**src/rtl/cv32e40p_x_result_buffer.sv**
```systemverilog
// Buffers coprocessor write-back results and injects them into the EX ALU write port,
// preferring idle ALU cycles; forced injection on FIFO-full or head starvation.
module cv32e40p_x_result_buffer #(
  parameter int unsigned DEPTH    = 2,
  parameter int unsigned MAX_WAIT = 4
) (
  input  logic        clk,
  input  logic        rst_n,
  input  logic        x_result_valid_i,
  output logic        x_result_ready_o,
  input  logic [3:0]  x_result_id_i,
  input  logic [31:0] x_result_data_i,
  input  logic [4:0]  x_result_rd_i,
  input  logic        x_result_we_i,
  input  logic        alu_we_pending_i,
  output logic        x_result_valid_assigned_o,
  output logic [4:0]  x_result_rd_o,
  output logic [31:0] x_result_data_o,
  output logic        x_result_we_o,
  output logic [3:0]  x_result_id_o,
  output logic [31:0] x_pending_rd_mask_o,
  output logic        empty_o
);

  localparam int unsigned PW = (DEPTH > 1) ? $clog2(DEPTH) : 1;
  localparam int unsigned CW = $clog2(DEPTH + 1);
  localparam int unsigned WW = $clog2(MAX_WAIT + 1);
  localparam logic [CW-1:0] FULL_CNT = CW'(DEPTH);
  localparam logic [WW-1:0] WAIT_LIM = WW'(MAX_WAIT);
  localparam logic [PW-1:0] LAST_PTR = PW'(DEPTH - 1);

  logic [4:0]       r_rd   [DEPTH];
  logic [31:0]      r_data [DEPTH];
  logic [3:0]       r_id   [DEPTH];
  logic [DEPTH-1:0] r_vld;
  logic [PW-1:0]    r_wptr;
  logic [PW-1:0]    r_rptr;
  logic [CW-1:0]    r_count;
  logic [WW-1:0]    r_wait_cnt;

  logic        w_full;
  logic        w_empty;
  logic        w_accept;
  logic        w_push;
  logic        w_inject;
  logic [31:0] w_mask;

  assign w_full   = (r_count == FULL_CNT);
  assign w_empty  = (r_count == '0);
  assign w_accept = x_result_valid_i & x_result_ready_o;
  // Results that never write the register file are acknowledged and dropped here.
  assign w_push   = w_accept & x_result_we_i & (x_result_rd_i != 5'd0);
  assign w_inject = ~w_empty & (~alu_we_pending_i | w_full | (r_wait_cnt == WAIT_LIM));

  assign x_result_ready_o = ~w_full;
  assign empty_o          = w_empty;

  always_comb begin
    x_result_valid_assigned_o = 1'b0;
    x_result_rd_o             = 5'd0;
    x_result_data_o           = 32'd0;
    x_result_we_o             = 1'b0;
    x_result_id_o             = 4'd0;
    if (w_inject) begin
      x_result_valid_assigned_o = 1'b1;
      x_result_rd_o             = r_rd[r_rptr];
      x_result_data_o           = r_data[r_rptr];
      x_result_we_o             = 1'b1;
      x_result_id_o             = r_id[r_rptr];
    end
  end

  always_comb begin
    w_mask = 32'd0;
    for (int i = 0; i < DEPTH; i++) begin
      if (r_vld[i]) w_mask[r_rd[i]] = 1'b1;
    end
    w_mask[0] = 1'b0;
  end

  assign x_pending_rd_mask_o = w_mask;

  function automatic logic [PW-1:0] ptr_inc(input logic [PW-1:0] p);
    return (p == LAST_PTR) ? '0 : p + PW'(1);
  endfunction

  always_ff @(posedge clk or negedge rst_n) begin
    if (!rst_n) begin
      for (int i = 0; i < DEPTH; i++) begin
        r_rd[i]   <= 5'd0;
        r_data[i] <= 32'd0;
        r_id[i]   <= 4'd0;
      end
      r_vld      <= '0;
      r_wptr     <= '0;
      r_rptr     <= '0;
      r_count    <= '0;
      r_wait_cnt <= '0;
    end else begin
      if (w_inject) begin
        r_vld[r_rptr] <= 1'b0;
        r_rptr        <= ptr_inc(r_rptr);
      end
      if (w_push) begin
        r_rd[r_wptr]   <= x_result_rd_i;
        r_data[r_wptr] <= x_result_data_i;
        r_id[r_wptr]   <= x_result_id_i;
        r_vld[r_wptr]  <= 1'b1;
        r_wptr         <= ptr_inc(r_wptr);
      end
      case ({w_push, w_inject})
        2'b10:   r_count <= r_count + CW'(1);
        2'b01:   r_count <= r_count - CW'(1);
        default: r_count <= r_count;
      endcase
      // A freshly exposed head always starts its wait from zero.
      if (w_inject || w_empty) begin
        r_wait_cnt <= '0;
      end else if (r_wait_cnt != WAIT_LIM) begin
        r_wait_cnt <= r_wait_cnt + WW'(1);
      end
    end
  end

  a_no_push_full: assert property (@(posedge clk) disable iff (!rst_n) !(w_push && w_full));
  a_inject_nonempty: assert property (@(posedge clk) disable iff (!rst_n)
    x_result_valid_assigned_o |-> !w_empty);
  a_wait_bound: assert property (@(posedge clk) disable iff (!rst_n) r_wait_cnt <= WAIT_LIM);

endmodule

```
**config.mk**
```make
export PLATFORM = sky130hd
export DESIGN_NAME = cv32e40p_x_result_buffer
export DESIGN_NICKNAME = d
export VERILOG_FILES = /design/src/rtl/cv32e40p_x_result_buffer.sv
export SDC_FILE = /design/constraint.sdc
export NUM_CORES = 1
export LEC_CHECK = 0
export BUFFER_PORTS_ARGS = -buffer_cell sky130_fd_sc_hd__buf_2
export CORE_AREA = 5 5 77 132
export CTS_CLUSTER_DIAMETER = 120
export DETAILED_ROUTE_END_ITERATION = 8
export DIE_AREA = 0 0 82 137
export PLACE_DENSITY_LB_ADDON = 0.25
export SLEW_MARGIN = 25
export SYNTH_ARGS = -nofsm -noshare
export SYNTH_HDL_FRONTEND = slang
export SYNTH_SLANG_ARGS = --single-unit
export TNS_END_PERCENT = 20
```
**constraint.sdc**
```tcl
create_clock -name clk -period 3.2 [get_ports clk]
set_clock_uncertainty 0.1 [all_clocks]
set_input_delay 0.16 -clock clk [delete_from_list [all_inputs] [get_ports clk]]
set_output_delay 0.16 -clock clk [all_outputs]
set_load 0.1 [all_outputs]
```
==> impl_metrics.toml <==
[setup_path]
start_kind = "register"
cp-end-kind = "output port"
critPathSlowestCell = "and2_2"
cp_top_family = "buffers and inverters"
cp.arrival_ps = 2640
cp_cell_sequence = "inv_1 -> ha_1 -> nand2_1 -> a31oi_4 -> and2_2 -> buf_12 -> a22o_1 -> buf_2"
slowest_delay_ps = 450
r2r_slack_ps = 1010
crit_required_ps = 2940
rr_endpoint = "r_data[1]"
worst-path-max-fanout = 25
critPathKind = "reg2out"
rr_worst_depth = 5
cp.buffers_inverters = 3
r2r_start = "r_count[0]"

[yosys]
ys_ff_latch = 91
synth_cells = 336
seq_area_frac_synth_pct = 52.3
yosys_warnings = 0
synth_area_leaders = "dfrtp_1, mux2_1, a22o_1"
syn_avg_cell_area_um2 = 13.0
synth_area_um2 = 4350
synthArstFlopShare_pct = 100
yosysTopAreaCell = "dfrtp_1"
synth_cell_types = 33
synth_edf_count = 0
synthFlopType = "dfrtp_1"
syn-num-nets = 385
yosys.area.top_type_share_pct = 52.3

[final_layout]
areaGrowthSynthToFinish_pct = 33.0
multiInputGateArea_um2 = 1910
instances_no_fill = 612
antennaDiodeCount = 0
fillers = 700
layout-drive-gt1-share_pct = 31.5
register_area_um2 = 2280
nets = 537

[clocking]
numCtsBuffers = 9
clkTransAtPathRegs_ps = 60
cts_tree = "built"
postCtsSetupBuffers = 0
clkSinkCount = 91
cts_max_level = 3
clock_path_buffers = 2
cts-root-buf = "clkbuf_16"
clock_latency_ps = 330

[grt]
grt_max_degree = 37
grt_pass1_wl_mm = 17.5
grt_overflow_total = 0
grt_pass1_vias = 3620
antenna_found_initial = 0
track_usage_pct = 20.2

[run]
drv_cap = 0

[placement]
dp.cells = 556
hpwl_mm = 7.68
gp_congestion = 0.796
port_buffers = 121

[timing]
grt_setup_unrepaired = "false"
fin_crit_sh_pct = 90.6
setup_tns_ps = 0
drv_slew = 0
setup_viol = 0
max_freq_ghz = 0.345
fin_crit_ps = 2900
hold_viol_final = 0

[routing]
routed_via_density = 5.56
vias = 3401
drc_errors = 0
avgRoutedWirePerCell_um = 17.7
drtPass1Iterations = 4
ant_nets = 0
routed_wl_mm = 10.8
drt_first_iter_violations = 177

[floorplanning]
start_util_pct = 48.5
die_w_um = 82
dieArea_um2 = 11200
die_y_um = 137
core_area_um2 = 8980
io_pins = 123
rows = 46

[hold_path]
hp-class = "in2reg"
whs_path_depth = 3
holdPathEnd = "r_wait_cnt[2]"
holdCritStartpoint = "alu_we_pending_i"

[run_status]
status = "completed"
synthesized netlist by cell type (4+ instances only):
cell type and number:
a22o_1 41, buf_2 9, buf_6 8, clkbuf_1 10, dfrtp_1 91, mux2_1 82, nand2_1 5, nand3_1 5
nand3b_1 10, nor2_1 7, o22ai_1 33, or3_1 4
logic make-up after synthesis:
logic type / after synthesis / synth area share, %
compound gates: 75 / 13.1
mux: 83 / 21.4
flops: 91 / 52.3
xor+xnor: 5 / 1.01
buf+inv: 33 / 4.66
fa+ha+maj: 3 / 0.862
other cells: 1 / 0.0861
simple gates: 45 / 6.50
routing by layer:
| layer | vias up | share of wire, % | global-route usage (%) |
|---|---|---|---|
| met2 | 127 | 53 | 35.6 |
| met5 | - | 0 | 0 |
| met4 | 0 | 1.8 | 7.95 |
| met3 | 20 | 5.8 | 4.68 |
| met1 | 1690 | 39 | 23.1 |
| li1 | 1564 | - | - |
cell usage in the layout, fill, tap and decap left out, drive strengths merged:
cell type / Yosys / layout
or3b: 3 / 3
buf: 19 / 129
nor3b: 1 / 1
or3: 4 / 4
and4: 1 / 1
and2: 1 / 1
nor2: 9 / 9
nor2b: 1 / 1
ha: 3 / 3
conb: 1 / 1
inv: 4 / 4
nand2b: 1 / 1
mux2: 82 / 82
nand2: 5 / 5
clkinvlp: 0 / 1
bufinv: 0 / 3
nand3b: 10 / 10
a31oi: 1 / 1
or4: 1 / 1
or2: 1 / 1
clkbuf: 10 / 10
xnor2: 3 / 3
a22o: 41 / 41
o22ai: 33 / 33
nand4: 1 / 1
dlygate4sd3: 0 / 41
xor2: 2 / 2
nor3: 1 / 1
dfrtp: 91 / 91
clkinv: 0 / 1
mux2i: 1 / 1
nand3: 5 / 5
worst min-delay path, cell delays in order:
cell and delay [ps]:
buf_2 130, nand2_1 90, nor2_1 50
state kept, by name, indices dropped and copies added (netlist names):
register	count
r_wait_cnt	3
r_wptr	1
r_rd	10
r_count	2
r_id	8
r_rptr	1
r_vld	2
r_data	64
worst max path at each step:
stage                              from                  end  slack (ps)  depth (start not counted)
after floorplan              r_count[0]  x_result_data_o[25]         100                          7
after global placement    r_wait_cnt[0]   x_result_data_o[6]         700                          8
after detailed placement  r_wait_cnt[0]   x_result_data_o[6]         620                          8
after CTS                 r_wait_cnt[0]   x_result_data_o[6]         240                          8
after global routing      r_wait_cnt[0]  x_result_data_o[20]          90                          8
final                     r_wait_cnt[0]   x_result_data_o[6]         300                          8
repair_timing:
action | in CTS | in global routing
hold endpoints to repair | 113 | 0
hold buffers | 41 | 0
gates resized for setup | 0 | 0
stage by stage:
step	hold slack (ps)	instance area (um2)	util (%)	worst slack [ps]
final	28.1	5790	64.5	300
after floorplan	-236	4370	-	103
after global routing	18.6	5790	64.5	94.1
after global placement	25.3	5050	56.2	701
after detailed placement	35.2	5050	56.2	616
after CTS	18.5	5790	64.5	240
final cells by class:
type	count	area share [%]
clock buffer	10	3.96
clock inverter	5	1.77
inverter	4	0.259
multi-input combinational	212	33.0
sequential	91	39.3
tap	120	2.59
timing repair buffer	170	19.1
Power is left out: the tool's default activity adds up to more than one toggle a clock period on the data nets, which glitch-free logic cannot reach.
